$ cat config.mk
export PLATFORM = sky130hd
export DESIGN_NAME = rvj1_mem_arbiter
export DESIGN_NICKNAME = d
export VERILOG_FILES = /design/src/rtl/rvj1_mem_arbiter_pkg.sv /design/src/rtl/rvj1_arb_picker.sv /design/src/rtl/rvj1_mem_arbiter.sv
export SDC_FILE = /design/constraint.sdc
export NUM_CORES = 1
export LEC_CHECK = 0
export ABC_AREA = 1
export ABC_CLOCK_PERIOD_IN_PS = 3850
export CORE_AREA = 2 2 107 109
export CTS_CLUSTER_SIZE = 10
export DETAILED_ROUTE_END_ITERATION = 10
export DIE_AREA = 0 0 109 111
export PLACE_DENSITY = 0.76
export SLEW_MARGIN = 20
export SYNTH_ARGS = -nofsm -noshare
export SYNTH_HDL_FRONTEND = slang
export SYNTH_HIERARCHICAL = 1
export SYNTH_SLANG_ARGS = --single-unit
$ cat constraint.sdc
create_clock -name clk_i -period 3.85 [get_ports clk_i]
set_input_delay 0.385 -clock clk_i [delete_from_list [all_inputs] [get_ports clk_i]]
set_output_delay 0.385 -clock clk_i [all_outputs]
set_load 0.02 [all_outputs]
$ cat src/rtl/rvj1_mem_arbiter_pkg.sv
// Shared types and constants for the rvj1 memory-port arbiter.
package rvj1_mem_arbiter_pkg;

  localparam int unsigned XLEN   = 32;
  localparam logic [3:0]  BE_ALL = 4'hF;

  typedef enum logic [1:0] {
    OWNER_NONE,
    OWNER_IFU,
    OWNER_LSU
  } mem_owner_e;

  typedef enum logic [1:0] {
    ARB_IDLE,
    ARB_WAIT_IFU,
    ARB_WAIT_LSU
  } arb_fsm_e;

endpackage

$ cat src/rtl/rvj1_arb_picker.sv
// Owner selection for the shared memory port: request lock under a stalled
// grant and an LSU streak limit that guarantees fetch forward progress.
module rvj1_arb_picker
  import rvj1_mem_arbiter_pkg::*;
#(
  parameter  int unsigned LSU_MAX_CONSEC = 4,
  localparam int unsigned STREAK_W       = $clog2(LSU_MAX_CONSEC + 1)
) (
  input  logic       clk_i,
  input  logic       rstn_i,
  input  logic       window_i,
  input  logic       ifu_req_i,
  input  logic       lsu_req_i,
  input  logic       mem_gnt_i,
  output mem_owner_e sel_o,
  output logic       issue_o
);

  localparam logic [STREAK_W-1:0] STREAK_MAX = STREAK_W'(LSU_MAX_CONSEC);

  mem_owner_e          lock_q, lock_d;
  logic [STREAK_W-1:0] streak_q, streak_d;
  mem_owner_e          sel;
  logic                sel_req;
  logic                issue;
  logic                grant;

  // Pick the owner: a stalled request keeps its slot, otherwise LSU wins until its streak is exhausted.
  always_comb begin
    sel     = OWNER_NONE;
    sel_req = 1'b0;
    if (lock_q != OWNER_NONE) begin
      sel = lock_q;
    end else if (lsu_req_i && !(ifu_req_i && streak_q == STREAK_MAX)) begin
      sel = OWNER_LSU;
    end else if (ifu_req_i) begin
      sel = OWNER_IFU;
    end
    case (sel)
      OWNER_IFU: sel_req = ifu_req_i;
      OWNER_LSU: sel_req = lsu_req_i;
      default:   sel_req = 1'b0;
    endcase
    issue = window_i && sel_req;
    grant = issue && mem_gnt_i;
  end

  // Lock and streak bookkeeping for the next cycle.
  always_comb begin
    lock_d   = lock_q;
    streak_d = streak_q;
    if (issue && !mem_gnt_i) begin
      lock_d = sel;
    end else if (grant) begin
      lock_d = OWNER_NONE;
    end
    if (!ifu_req_i) begin
      streak_d = '0;
    end else if (grant && sel == OWNER_IFU) begin
      streak_d = '0;
    end else if (grant && sel == OWNER_LSU && streak_q != STREAK_MAX) begin
      streak_d = streak_q + 1'b1;
    end
  end

  // Lock and streak registers.
  always_ff @(posedge clk_i or negedge rstn_i) begin
    if (!rstn_i) begin
      lock_q   <= OWNER_NONE;
      streak_q <= '0;
    end else begin
      lock_q   <= lock_d;
      streak_q <= streak_d;
    end
  end

  assign sel_o   = sel;
  assign issue_o = issue;

endmodule

$ cat src/rtl/rvj1_mem_arbiter.sv
// Shares the core memory port between fetch and load/store, one OBI-style
// transaction outstanding, with response routing and flush-drop of fetches.
module rvj1_mem_arbiter
  import rvj1_mem_arbiter_pkg::*;
#(
  parameter int unsigned LSU_MAX_CONSEC = 4
) (
  input  logic            clk_i,
  input  logic            rstn_i,
  input  logic            flush_i,
  input  logic            ifu_req_i,
  input  logic [XLEN-1:0] ifu_addr_i,
  output logic            ifu_gnt_o,
  output logic            ifu_rvalid_o,
  output logic [XLEN-1:0] ifu_rdata_o,
  input  logic            lsu_req_i,
  input  logic            lsu_we_i,
  input  logic [3:0]      lsu_be_i,
  input  logic [XLEN-1:0] lsu_addr_i,
  input  logic [XLEN-1:0] lsu_wdata_i,
  output logic            lsu_gnt_o,
  output logic            lsu_rvalid_o,
  output logic [XLEN-1:0] lsu_rdata_o,
  output logic            mem_req_o,
  output logic            mem_we_o,
  output logic [3:0]      mem_be_o,
  output logic [XLEN-1:0] mem_addr_o,
  output logic [XLEN-1:0] mem_wdata_o,
  input  logic            mem_gnt_i,
  input  logic            mem_rvalid_i,
  input  logic [XLEN-1:0] mem_rdata_i
);

  arb_fsm_e   state_q, state_d;
  logic       drop_q, drop_d;
  logic       window;
  logic       issue;
  logic       granted;
  mem_owner_e sel;

  rvj1_arb_picker #(
    .LSU_MAX_CONSEC(LSU_MAX_CONSEC)
  ) u_picker (
    .clk_i    (clk_i),
    .rstn_i   (rstn_i),
    .window_i (window),
    .ifu_req_i(ifu_req_i),
    .lsu_req_i(lsu_req_i),
    .mem_gnt_i(mem_gnt_i),
    .sel_o    (sel),
    .issue_o  (issue)
  );

  // Issue window, memory request muxing, grants, next state and response routing.
  always_comb begin
    window       = (state_q == ARB_IDLE) || mem_rvalid_i;
    mem_req_o    = rstn_i && issue;
    granted      = mem_req_o && mem_gnt_i;
    mem_we_o     = 1'b0;
    mem_be_o     = '0;
    mem_addr_o   = '0;
    mem_wdata_o  = '0;
    if (mem_req_o) begin
      if (sel == OWNER_LSU) begin
        mem_we_o    = lsu_we_i;
        mem_be_o    = lsu_be_i;
        mem_addr_o  = lsu_addr_i;
        mem_wdata_o = lsu_wdata_i;
      end else begin
        mem_be_o    = BE_ALL;
        mem_addr_o  = ifu_addr_i;
      end
    end
    ifu_gnt_o = granted && (sel == OWNER_IFU);
    lsu_gnt_o = granted && (sel == OWNER_LSU);

    state_d = state_q;
    if (state_q != ARB_IDLE && mem_rvalid_i) begin
      state_d = ARB_IDLE;
    end
    if (granted) begin
      state_d = (sel == OWNER_LSU) ? ARB_WAIT_LSU : ARB_WAIT_IFU;
    end

    // A response arriving clears drop, so a fetch granted in the same cycle starts clean.
    drop_d = drop_q;
    if (state_q == ARB_WAIT_IFU) begin
      if (mem_rvalid_i) begin
        drop_d = 1'b0;
      end else if (flush_i) begin
        drop_d = 1'b1;
      end
    end

    ifu_rvalid_o = (state_q == ARB_WAIT_IFU) && mem_rvalid_i && !(drop_q || flush_i);
    lsu_rvalid_o = (state_q == ARB_WAIT_LSU) && mem_rvalid_i;
    ifu_rdata_o  = ifu_rvalid_o ? mem_rdata_i : '0;
    lsu_rdata_o  = lsu_rvalid_o ? mem_rdata_i : '0;
  end

  // FSM state and flush-drop flag.
  always_ff @(posedge clk_i or negedge rstn_i) begin
    if (!rstn_i) begin
      state_q <= ARB_IDLE;
      drop_q  <= 1'b0;
    end else begin
      state_q <= state_d;
      drop_q  <= drop_d;
    end
  end

  // A response with nothing outstanding indicates a broken memory model.
  a_no_rvalid_idle: assert property (@(posedge clk_i) disable iff (!rstn_i)
    !(state_q == ARB_IDLE && mem_rvalid_i));

endmodule

==> qor.yml <==
critical_path:
  cp-end-kind: "output pin"
  path_delay_family: "buffers and inverters"
  rr_endpoint: "state_q[1]"
  cpMostUsedCell: "nand2_1"
  slowest_delay_ns: 0.61
  crit_required_ns: 3.46
  startpoint_type: "primary input"
  crit_buf_inv: 6
  cp_slowest_cell: "clkdlybuf4s50_1"
  path_cells: "clkdlybuf4s50_1 > nand3_1 > nand2_1 > nand2_1 > o21bai_4 > inv_1 > ha_1 > nor2_4 > nand2_2 > inv_1 > nand2_1 > inv_2 > buf_4 > nand2_1 > nor2_1 > clkdlybuf4s50_1"
  reg2reg_from: "u_picker/streak_q[0]"
  critPathArrivalTime_ns: 3.26
  r2r_cells: 16
  rrSetupSlack_ns: 1.43
  worstPathMaxFanout: 14
  path_class: "primary input to output pin"
drt:
  ant_nets: 0
  post_drt_wl_per_cell_um: 12.4
  via_per_inst: 4.15
  drt_iter0_drc: 188
  firstDrtPassIters: 4
  vias: 3538
  drc: 0
  routed_wl_mm: 10.6
timing:
  worstMarginPinSlew_ns: 0.791
  finalClockSkew_ns: 0.00117
  rsz0062_at_grt: "no"
  post-route-min-period_ns: 3.65
  drv_slew: 0
  setup_tns_ns: 0
  final.setup.worst_slack_ns: 0.202
  fin_crit_sh: 0.947
  fmax_ghz: 0.274
  max_slew_margin: 0.472
  hold_viol_final: 0
  setup_viol: 0
clocking:
  cts_tree: "yes"
  clk_pin_slew_worst_paths_ns: 0.04
  h-tree-depth: 1
  clock_latency_ns: 0.23
  cts_buffer_depth: 2
  cts_setup_buffers: 0
  root_buffer: "clkbuf_16"
  cts_buffers: 3
  cts_hold_buf: 0
  cts_sinks: 8
  post_cts_resized: 0
outcome:
  status: "finished, final reports clean"
floorplanning:
  die_w_um: 109
  die_h_um: 111
  pin_count: 278
  core_um2: 11100
  fp.dieArea_um2: 12100
  rows: 39
  initial_core_util: 0.190
placed_design:
  pre_cts_slack_ns: 0.221
  port-buffer-count: 277
  hpwl_mm: 8.45
  gp_congestion: 0.835
cells_and_area:
  drive_gt1_frac: 0.0380
  regArea_um2: 200
  final_common_cell: "clkdlybuf4s50_1"
  syn2layout_area_growth_pct: 142
  multi_input_area_um2: 1410
  diodes: 0
  mostFrequentLayoutCells: "274 x clkdlybuf4s50_1, 137 x nor2_1, 89 x nand2_1"
  nFillCells: 1163
  finalNetCount: 856
logic_synthesis:
  synth.area.top_cells: "nor2_1 24%, nand2_1 16%, inv_1 15%, dfrtp_1 9.5%, nand3_1 8.8%"
  synth_largest_area_cell: "nor2_1"
  synth-seq-cells: 8
  ys.warnings.count: 6
  synth_edf_count: 0
  ys_dominant_reg_cell: "dfrtp_1"
  syn_avg_cell_area_um2: 4.71
  netlist.area_leader.share: 0.244
  ys_types: 23
  async_flop_share: 1.00
  syn_nets: 592
  synth_cells: 448
  netlist_area_um2: 2110
  synth-seq-area-share: 0.0950
global_routing:
  grt_remaining_overflow: 0
  track_usage: 0.163
  grt_max_degree: 39
  grt_pass1_vias: 3191
  grt_pass1_wl_mm: 16.0
  antenna_found_initial: 0
power:
  p_leak_nw: 2.32
  powerDensity_nw_per_um2: 139
  finalPower_mw: 0.709
  ir_drop_mv: 0.112
job:
  drv_cap: 0
worst_hold_path:
  hold_class: "primary input to asynchronous set/reset pin"
worst max-delay path by stage:
stage	cells past startpoint	start	slack, ns	to
2_1_floorplan	16	u_picker/streak_q[0]	1.05	mem_addr_o[10]
3_3_place_gp	16	ifu_req_i	0.26	mem_addr_o[12]
3_5_place_dp	16	ifu_req_i	0.22	mem_addr_o[0]
4_1_cts	16	ifu_req_i	0.15	mem_addr_o[0]
5_1_grt	17	u_picker/streak_q[0]	0.0003	mem_wdata_o[6]
6_report	16	ifu_req_i	0.20	mem_wdata_o[5]
cell families after synthesis:
group,Yosys count,synth area share
simple gates,308,0.611
buf+inv,118,0.239
compound gates,9,0.0279
flops,8,0.0950
fa+ha+maj,4,0.0237
xor+xnor,1,0.00416
flip-flops by register name (all words and copies together), names as in the netlist:
register,count
u_picker/streak_q,3
u_picker/lock_q,2
state_q,2
drop_q,1
cell type report:
| type | count | area share |
|---|---|---|
| repair buffers | 289 | 0.569 |
| multi-input cells | 322 | 0.277 |
| inverters | 88 | 0.0649 |
| flip-flops and latches | 8 | 0.0393 |
| well taps | 143 | 0.0351 |
| clock buffers | 3 | 0.0147 |
report_power, final:
part / switching (mW) / internal (mW)
sequential: 0.00369 / 0.0881
clock: 0.0407 / 0.134
combinational: 0.213 / 0.230
through the flow:
step / area, um^2 / cells / utilization / hold WS (ns)
after floorplan: 2110 / 448 / - / 0.0894
after global placement: 5010 / 850 / 0.452 / 0.506
after detailed placement: 5010 / 850 / 0.452 / 0.522
after CTS: 5080 / 853 / 0.459 / 0.448
after global routing: 5090 / 853 / 0.460 / 0.457
final: 5090 / 853 / 0.460 / 0.444
layer usage:
layer  vias up  wire length, um  global-route usage
met2       164             5320               0.300
li1       1847                -                   -
met4         0              106              0.0231
met1      1515             4030               0.186
met3        12             1100              0.0476
met5         -                0                   0
cell usage after synthesis, types with 3 or more instances:
| master | number |
|---|---|
| dfrtp_1 | 8 |
| buf_2 | 21 |
| inv_2 | 3 |
| buf_4 | 5 |
| nand4_1 | 4 |
| nand2_2 | 3 |
| inv_1 | 85 |
| nand2_1 | 89 |
| ha_1 | 4 |
| nand3_1 | 37 |
| nor2_1 | 137 |
| o21ai_0 | 5 |
| nor3_1 | 33 |
(Power assumes the default switching activity.)
